## src/rtl/user_arith_engine.sv

```systemverilog
// Shared iterative 32x32 multiply / restoring-divide engine fed by the Nios user register block.
// Define USER_ARITH_SIGNED_EN to enable two's-complement operation selected by ctrl_in[3].
module user_arith_engine #(
    parameter logic [15:0] ENGINE_ID = 16'hA178,
    parameter int          ITER      = 32        // must be 32; counter is 5 bits wide
) (
    input  logic        clk_clk,
    input  logic        reset_reset,
    input  logic [31:0] ctrl_in,
    input  logic [31:0] opa_in,
    input  logic [31:0] opb_in,
    output logic [31:0] status_out,
    output logic [31:0] res_lo_out,
    output logic [31:0] res_hi_out,
    output logic [31:0] op_count_out
);

    localparam logic [0:0] S_IDLE = 1'b0;
    localparam logic [0:0] S_RUN  = 1'b1;
    localparam logic [4:0] LAST   = 5'(ITER - 1);

    logic [0:0]  state_q, state_d;
    logic        go_q, go_d;
    logic [4:0]  cnt_q, cnt_d;
    logic [31:0] a_q, a_d;          // multiplicand, or divisor for div
    logic [31:0] b_q, b_d;          // multiplier bits
    logic [63:0] acc_q, acc_d;      // product, or {remainder, dividend/quotient}
    logic        op_q, op_d;
    logic        sgn_q, sgn_d;
    logic        nq_q, nq_d;        // negate product / quotient at completion
    logic        nr_q, nr_d;        // negate remainder at completion
    logic        busy_q, busy_d;
    logic        done_q, done_d;
    logic        dz_q, dz_d;
    logic        last_q, last_d;
    logic [31:0] lo_q, lo_d;
    logic [31:0] hi_q, hi_d;
    logic [31:0] ops_q, ops_d;

    logic        sgn_sel, unused_ctrl;
    logic        start, neg_a, neg_b;
    logic [31:0] mag_a, mag_b;

`ifdef USER_ARITH_SIGNED_EN
    assign sgn_sel     = ctrl_in[3];
    assign unused_ctrl = ^{ctrl_in[31:4], ctrl_in[2]};
`else
    assign sgn_sel     = 1'b0;
    assign unused_ctrl = ^ctrl_in[31:2];
`endif

    assign start = ctrl_in[0] & ~go_q;
    assign neg_a = sgn_sel & opa_in[31];
    assign neg_b = sgn_sel & opb_in[31];
    assign mag_a = neg_a ? (~opa_in + 32'd1) : opa_in;
    assign mag_b = neg_b ? (~opb_in + 32'd1) : opb_in;

    // One iteration of the shared datapath.
    logic [32:0] add_sum, rem_sh, rem_sub;
    logic [63:0] acc_step, prod_s;
    logic [31:0] quo_s, rem_s, fin_lo, fin_hi;

    always_comb begin
        add_sum = {1'b0, acc_q[63:32]} + (b_q[cnt_q] ? {1'b0, a_q} : 33'd0);
        rem_sh  = {acc_q[63:32], acc_q[31]};
        rem_sub = rem_sh - {1'b0, a_q};
        if (op_q) begin
            if (rem_sh >= {1'b0, a_q})
                acc_step = {rem_sub[31:0], acc_q[30:0], 1'b1};
            else
                acc_step = {rem_sh[31:0], acc_q[30:0], 1'b0};
        end else begin
            acc_step = {add_sum, acc_q[31:1]};
        end
        prod_s = nq_q ? (~acc_step + 64'd1) : acc_step;
        quo_s  = nq_q ? (~acc_step[31:0] + 32'd1) : acc_step[31:0];
        rem_s  = nr_q ? (~acc_step[63:32] + 32'd1) : acc_step[63:32];
        fin_lo = op_q ? quo_s : prod_s[31:0];
        fin_hi = op_q ? rem_s : prod_s[63:32];
    end

    always_comb begin
        state_d = state_q;
        go_d    = ctrl_in[0];
        cnt_d   = cnt_q;
        a_d     = a_q;
        b_d     = b_q;
        acc_d   = acc_q;
        op_d    = op_q;
        sgn_d   = sgn_q;
        nq_d    = nq_q;
        nr_d    = nr_q;
        busy_d  = busy_q;
        done_d  = done_q;
        dz_d    = dz_q;
        last_d  = last_q;
        lo_d    = lo_q;
        hi_d    = hi_q;
        ops_d   = ops_q;
        case (state_q)
            S_IDLE: begin
                if (start) begin
                    done_d = 1'b0;
                    dz_d   = 1'b0;
                    op_d   = ctrl_in[1];
                    sgn_d  = sgn_sel;
                    if (ctrl_in[1] && (opb_in == 32'd0)) begin
                        // Divide by zero resolves on the accept edge, no RUN cycles.
                        lo_d   = 32'hFFFF_FFFF;
                        hi_d   = opa_in;
                        dz_d   = 1'b1;
                        done_d = 1'b1;
                        last_d = 1'b1;
                        ops_d  = ops_q + 32'd1;
                    end else begin
                        a_d     = ctrl_in[1] ? mag_b : mag_a;
                        b_d     = mag_b;
                        acc_d   = ctrl_in[1] ? {32'd0, mag_a} : 64'd0;
                        nq_d    = neg_a ^ neg_b;
                        nr_d    = neg_a;
                        cnt_d   = 5'd0;
                        busy_d  = 1'b1;
                        state_d = S_RUN;
                    end
                end
            end
            default: begin
                acc_d = acc_step;
                cnt_d = cnt_q + 5'd1;
                if (cnt_q == LAST) begin
                    lo_d    = fin_lo;
                    hi_d    = fin_hi;
                    busy_d  = 1'b0;
                    done_d  = 1'b1;
                    last_d  = op_q;
                    ops_d   = ops_q + 32'd1;
                    state_d = S_IDLE;
                end
            end
        endcase
    end

    always_ff @(posedge clk_clk) begin
        if (!reset_reset) begin
            state_q <= S_IDLE;
            go_q    <= 1'b0;
            cnt_q   <= 5'd0;
            a_q     <= 32'd0;
            b_q     <= 32'd0;
            acc_q   <= 64'd0;
            op_q    <= 1'b0;
            sgn_q   <= 1'b0;
            nq_q    <= 1'b0;
            nr_q    <= 1'b0;
            busy_q  <= 1'b0;
            done_q  <= 1'b0;
            dz_q    <= 1'b0;
            last_q  <= 1'b0;
            lo_q    <= 32'd0;
            hi_q    <= 32'd0;
            ops_q   <= 32'd0;
        end else begin
            state_q <= state_d;
            go_q    <= go_d;
            cnt_q   <= cnt_d;
            a_q     <= a_d;
            b_q     <= b_d;
            acc_q   <= acc_d;
            op_q    <= op_d;
            sgn_q   <= sgn_d;
            nq_q    <= nq_d;
            nr_q    <= nr_d;
            busy_q  <= busy_d;
            done_q  <= done_d;
            dz_q    <= dz_d;
            last_q  <= last_d;
            lo_q    <= lo_d;
            hi_q    <= hi_d;
            ops_q   <= ops_d;
        end
    end

    assign status_out   = {ENGINE_ID, 11'd0, sgn_q, last_q, dz_q, done_q, busy_q};
    assign res_lo_out   = lo_q;
    assign res_hi_out   = hi_q;
    assign op_count_out = ops_q;

endmodule
```

## config.mk

```make
export PLATFORM = sky130hd
export DESIGN_NAME = user_arith_engine
export DESIGN_NICKNAME = d
export VERILOG_FILES = /design/src/rtl/user_arith_engine.sv
export SDC_FILE = /design/constraint.sdc
export NUM_CORES = 1
export LEC_CHECK = 0
export CORE_MARGIN = 2
export CORE_UTILIZATION = 35
export DETAILED_ROUTE_END_ITERATION = 10
export GPL_TIMING_DRIVEN = 0
export PLACE_DENSITY = 0.65
export SETUP_SLACK_MARGIN = 0.2
export SYNTH_ARGS = -nofsm -noshare
export SYNTH_HDL_FRONTEND = slang
export SYNTH_SLANG_ARGS = --single-unit
```

## constraint.sdc

```tcl
create_clock -name clk_clk -period 5.5 [get_ports clk_clk]
set_input_delay 1.1 -clock clk_clk [delete_from_list [all_inputs] [get_ports clk_clk]]
set_output_delay 1.1 -clock clk_clk [all_outputs]
set_load 0.03 [all_outputs]
```

# Word level (Yosys, flattened, before mapping)
# Cells that the tools add are included.
# Widths: inputs -> output; s select.
[totals] regBits=236 elab_cells=78
[classes] n_addsub=4 n_lt_le_gt_ge=2 eq_ne=3 mux=41 bitwise=4 reduce_logical=10
[op_table] operator="$mux 32" count=15
[op_table] operator="$mux 64" count=5
[op_table] operator="$add 32x32->33" count=1
[op_table] operator="$ge 33x32->1" count=1
[op_table] operator="$add 32x1->32 const B" count=1
[op_table] operator="$logic_not 32->1" count=1
[op_table] operator="$sub 32x32->32" count=1
[op_table] operator="$mux 1" count=17
[op_table] operator="$mux 5" count=3
[op_table] operator="$reduce_and 3->1" count=3
[op_table] operator="$lt 5x6->1 const B" count=1
[op_table] operator="$reduce_and 2->1" count=3
[op_table] operator="$add 5x1->5 const B" count=1
[op_table] operator="$bmux 1 s5" count=1
[op_table] operator="$eq 5x5->1 const B" count=1
[op_table] operator="$reduce_bool 2->1" count=2
[op_table] operator="$not 1->1" count=3
[op_table] operator="$ne 2x1->1 const B" count=1
[op_table] operator="$ne 2x2->1 const B" count=1
[op_table] operator="$and 1x1->1" count=1
[op_table] operator="$logic_and 1x1->1" count=1

# Logic depth before layout (Yosys ltp)
[depth] word_depth=7 ltp_mapped=17 ltp_nobuf=16

# Worst setup path before layout
# Ideal clock, no wire load.
[synth_timing] kind="reg-to-reg" startpoint="register cnt_q[0]" endpoint="register hi_q[30] (netlist: res_hi_out[30])" setup_ps=128 arrival_time_ps=4626 required_time_ps=5372 path_slack_ps=746 path_stages_with_launch=17 path_buffers=2 synth_period_minus_slack_ps=4754 cell_sequence="dfxtp_1 buf_1 mux4_2 mux4_2 mux2i_1 clkbuf_1 nor2_1 ha_1 o21ai_0 nor4b_1 or2_2 o21ai_0 a2111oi_0 o31a_1 nor3_1 a221oi_1 a21oi_1"
[synth_between] elab_chain_cells=7 elab_cells_between_ends=10 classes_between="add/sub (1); eq/ne (2); mux (6); reduce/logical (1)"
[synth_lines] element="start, declared" line="24" source="logic [4:0] cnt_q, cnt_d;"
[synth_lines] element="start signal, assigned" line="165" source="cnt_q <= cnt_d;"
[synth_lines] element="$bmux 1 s5" line="64" source="add_sum = {1'b0, acc_q[63:32]} + (b_q[cnt_q] ? {1'b0, a_q} : 33'd0);"
[synth_lines] element="$mux 1 (implied by the code)" line="64"
[synth_lines] element="$mux 32" line="64"
[synth_lines] element="$add 32x32->33" line="64"
[synth_lines] element="$mux 64" line="67" source="if (op_q) begin"
[synth_lines] element="$mux 32" line="130" source="if (cnt_q == LAST) begin"
[synth_lines] element="$mux 32" line="100" source="case (state_q)"
[synth_lines] element="end signal, assigned" line="178" source="hi_q <= hi_d;"
[synth_lines] element="end, declared" line="37" source="logic [31:0] hi_q, hi_d;"
# Several ways; a longest one is shown, not always the timed one. The select of a mux whose other input is x is not followed.
# A chain may end at the register's enable or synchronous reset.

# Final worst setup path
[layout_timing] startpoint="register cnt_q[0]" endpoint="register hi_q[18] (netlist: res_hi_out[18])"
# The elaborated chain is that of the path after synthesis.

==> impl_metrics.json <==
{
  "path_clk_slew_ns": 0.07,
  "drv_cap": 0,
  "synth_edf_count": 0,
  "clock_path_buffers": 3,
  "cp.required_ns": 5.94,
  "power_mw": 4.51,
  "core_area_mm2": 0.0408,
  "grt_max_degree": 15,
  "antenna_left": 0,
  "critical-path-top-delay-family": "multiplexers",
  "io-pin-count": 226,
  "yosysTopAreaCell": "dfxtp_1",
  "vias": 15000,
  "rows": 74,
  "drc": 0,
  "area_growth_pct": 23.6,
  "grt_overflow_total": 0,
  "cp_slowest_cell": "mux4_2",
  "routed_wl_um": 58000,
  "path_max_fanout": 10,
  "stdcell_count": 2595,
  "drive_gt1_frac": 0.0917,
  "netlist_area_mm2": 0.0145,
  "initial_core_util": 0.355,
  "synth_area_leaders": "dfxtp_1, a21oi_1, ha_1",
  "setup_slack_ns": 0.390,
  "finalCritPeriodShare": 0.929,
  "dp_hpwl_um": 45900,
  "grt_use_total": 0.257,
  "ys_seq_area_frac": 0.326,
  "hold_viol_final": 0,
  "worstPathArrival_ns": 5.55,
  "yosys_register_bits": 236,
  "rsz0062_at_grt": "false",
  "die_w_um": 208,
  "vias_per_cell": 5.77,
  "h-tree-depth": 1,
  "yosys_warnings": 0,
  "path_class": "register to register",
  "wire_per_inst_um": 22.3,
  "max_freq_mhz": 196,
  "cts_sinks": 236,
  "numCtsBuffers": 25,
  "grt_pass1_vias": 14500,
  "detail_route.iter0.violations": 1386,
  "cp-end-kind": "register",
  "min_path_type": "register to register",
  "crit_buf_inv": 2,
  "nNetsFinal": 2214,
  "power.leakage_nw": 6.91,
  "cp_cell_sequence": "buf_4 > mux4_2 > mux4_2 > mux2i_4 > clkbuf_4 > nor2_1 > ha_1 > o21ai_0 > nor4b_2 > or2_2 > o21ai_4 > a21oi_1 > a311oi_1 > xnor2_1 > nand2b_1 > a311oi_1",
  "syn_area_per_cell_um2": 7.94,
  "place_congestion": 1.02,
  "max_slew_margin": 0.283,
  "vdd_drop_max_mv": 0.189,
  "worstSkewPairLatency_ns": 0.54,
  "worst_pin_slew_ns": 1.07,
  "max_stage_delay_ns": 0.58,
  "dr.pass1.iters": 5,
  "slew_viol_final": 0,
  "die_h_um": 208,
  "place_inst": 2549,
  "final_util": 0.439,
  "cts_tree": "built",
  "fin_crit_ns": 5.11,
  "status": "finished, final reports clean",
  "synthFlopType": "dfxtp_1",
  "place_ws_ns": -1.23,
  "startpoint_type": "register",
  "skew_ns": 0.0104,
  "async_flop_share": 0,
  "cts-root-buf": "clkbuf_16",
  "setup_viol": 0,
  "antenna_found_initial": 1,
  "port_buffers": 165,
  "synth_top_area_frac": 0.326,
  "power_density_mw_per_mm2": 252,
  "syn_inst": 1826,
  "grt_pass1_wl_um": 86600,
  "die_area_mm2": 0.0431,
  "final_cell_mix": "dfxtp_1, nor2_1, a21oi_1",
  "synth.distinct_cells": 85,
  "final_common_cell": "dfxtp_1"
}
through the flow:
stage                     hold slack (ns)  TNS, ns  cell area, µm²
after floorplan                     0.433        0           14600
after global placement              0.439   -26.45           16900
after detailed placement            0.448   -26.41           16900
after CTS                           0.457        0           17800
after global routing                0.473        0           17900
final                               0.457        0           17900
repair_timing:
item | CTS | global route
resized for setup | 18 | 22
hold buffers | 0 | 0
pin swaps | 0 | 1
setup buffers | 0 | 3
endpoints found under the setup margin | 53 | 21
cloned | 0 | 0
flip-flops by register name, summed over array words and instances (netlist names):
name	flops
res_lo_out	32
go_q	1
acc_q	64
state_q	1
busy_q	1
cnt_q	5
res_hi_out	32
op_count_out	32
op_q	1
a_q	32
dz_q	1
last_q	1
b_q	32
done_q	1
routing by layer:
metal / up-vias / track usage / wire length, µm
li1: 6977 / - / -
met1: 7083 / 0.313 / 22800
met2: 730 / 0.432 / 26900
met4: 0 / 0.132 / 3300
met3: 179 / 0.0493 / 4980
met5: - / 0 / 0
logic make-up (layout without fill, tap and decap cells):
logic type,after synthesis,in the layout,share of synthesized area
AND/OR/NAND/NOR,631,631,0.200
AO/OA/AOI/OAI,516,516,0.229
flip-flops,236,236,0.326
buffers and inverters,208,418,0.0649
multiplexers,86,86,0.0722
XOR/XNOR,78,78,0.0471
adder cells (fa/ha/maj),69,69,0.0606
other,2,29,0.000518
report_power, final:
part	internal, mW	leakage (nW)	switching (mW)
combinational	0.318	4.57	0.565
clock	1.09	0.422	0.716
sequential	1.77	1.92	0.0467
total	3.18	6.91	1.33
area by class of cell:
type                       instances  area, µm²
fill                            4061      22900
antenna                            1       2.50
clock inverter                    11        184
sequential                       236       4720
multi-input combinational       1408       9050
buffer                           148        734
tap                              532        666
clock buffer                      31        668
timing repair buffer             168       1670
inverter                          60        225
synth_stat cells (31+ instances only):
cell and instances:
buf_4 33, nand2_1 190, nand3_1 38, a21oi_1 203
mux2i_1 36, clkbuf_1 94, xnor2_1 49, mux2_2 36
a211oi_1 42, nor2_1 212, dfxtp_1 236, o21ai_0 75
a221oi_1 31, nor3_1 79, inv_1 59, ha_1 67
worst reg2reg max path, stage by stage (launching register included):
cell and delay [ns]:
dfxtp_1 0.39, buf_4 0.26, mux4_2 0.59, mux4_2 0.54, mux2i_4 0.31, clkbuf_4 0.30
nor2_1 0.06, ha_1 0.32, o21ai_0 0.33, nor4b_2 0.11, or2_2 0.35, o21ai_4 0.26
a21oi_1 0.16, a311oi_1 0.35, xnor2_1 0.27, nand2b_1 0.13, a311oi_1 0.29
worst paths after layout:
check	from	to	slack, ns	cells past startpoint
worst max-delay path	cnt_q[0]$_SDFFE_PN0P_	res_hi_out[18]$_SDFFE_PN0P_	0.39	16
worst min-delay path	b_q[18]$_SDFFE_PN0P_	b_q[18]$_SDFFE_PN0P_	0.46	2
worst max register to register	cnt_q[0]$_SDFFE_PN0P_	res_hi_out[18]$_SDFFE_PN0P_	0.39	16
worst min register to register	b_q[18]$_SDFFE_PN0P_	b_q[18]$_SDFFE_PN0P_	0.46	2
Note: power is estimated with default switching activity, not from simulation.
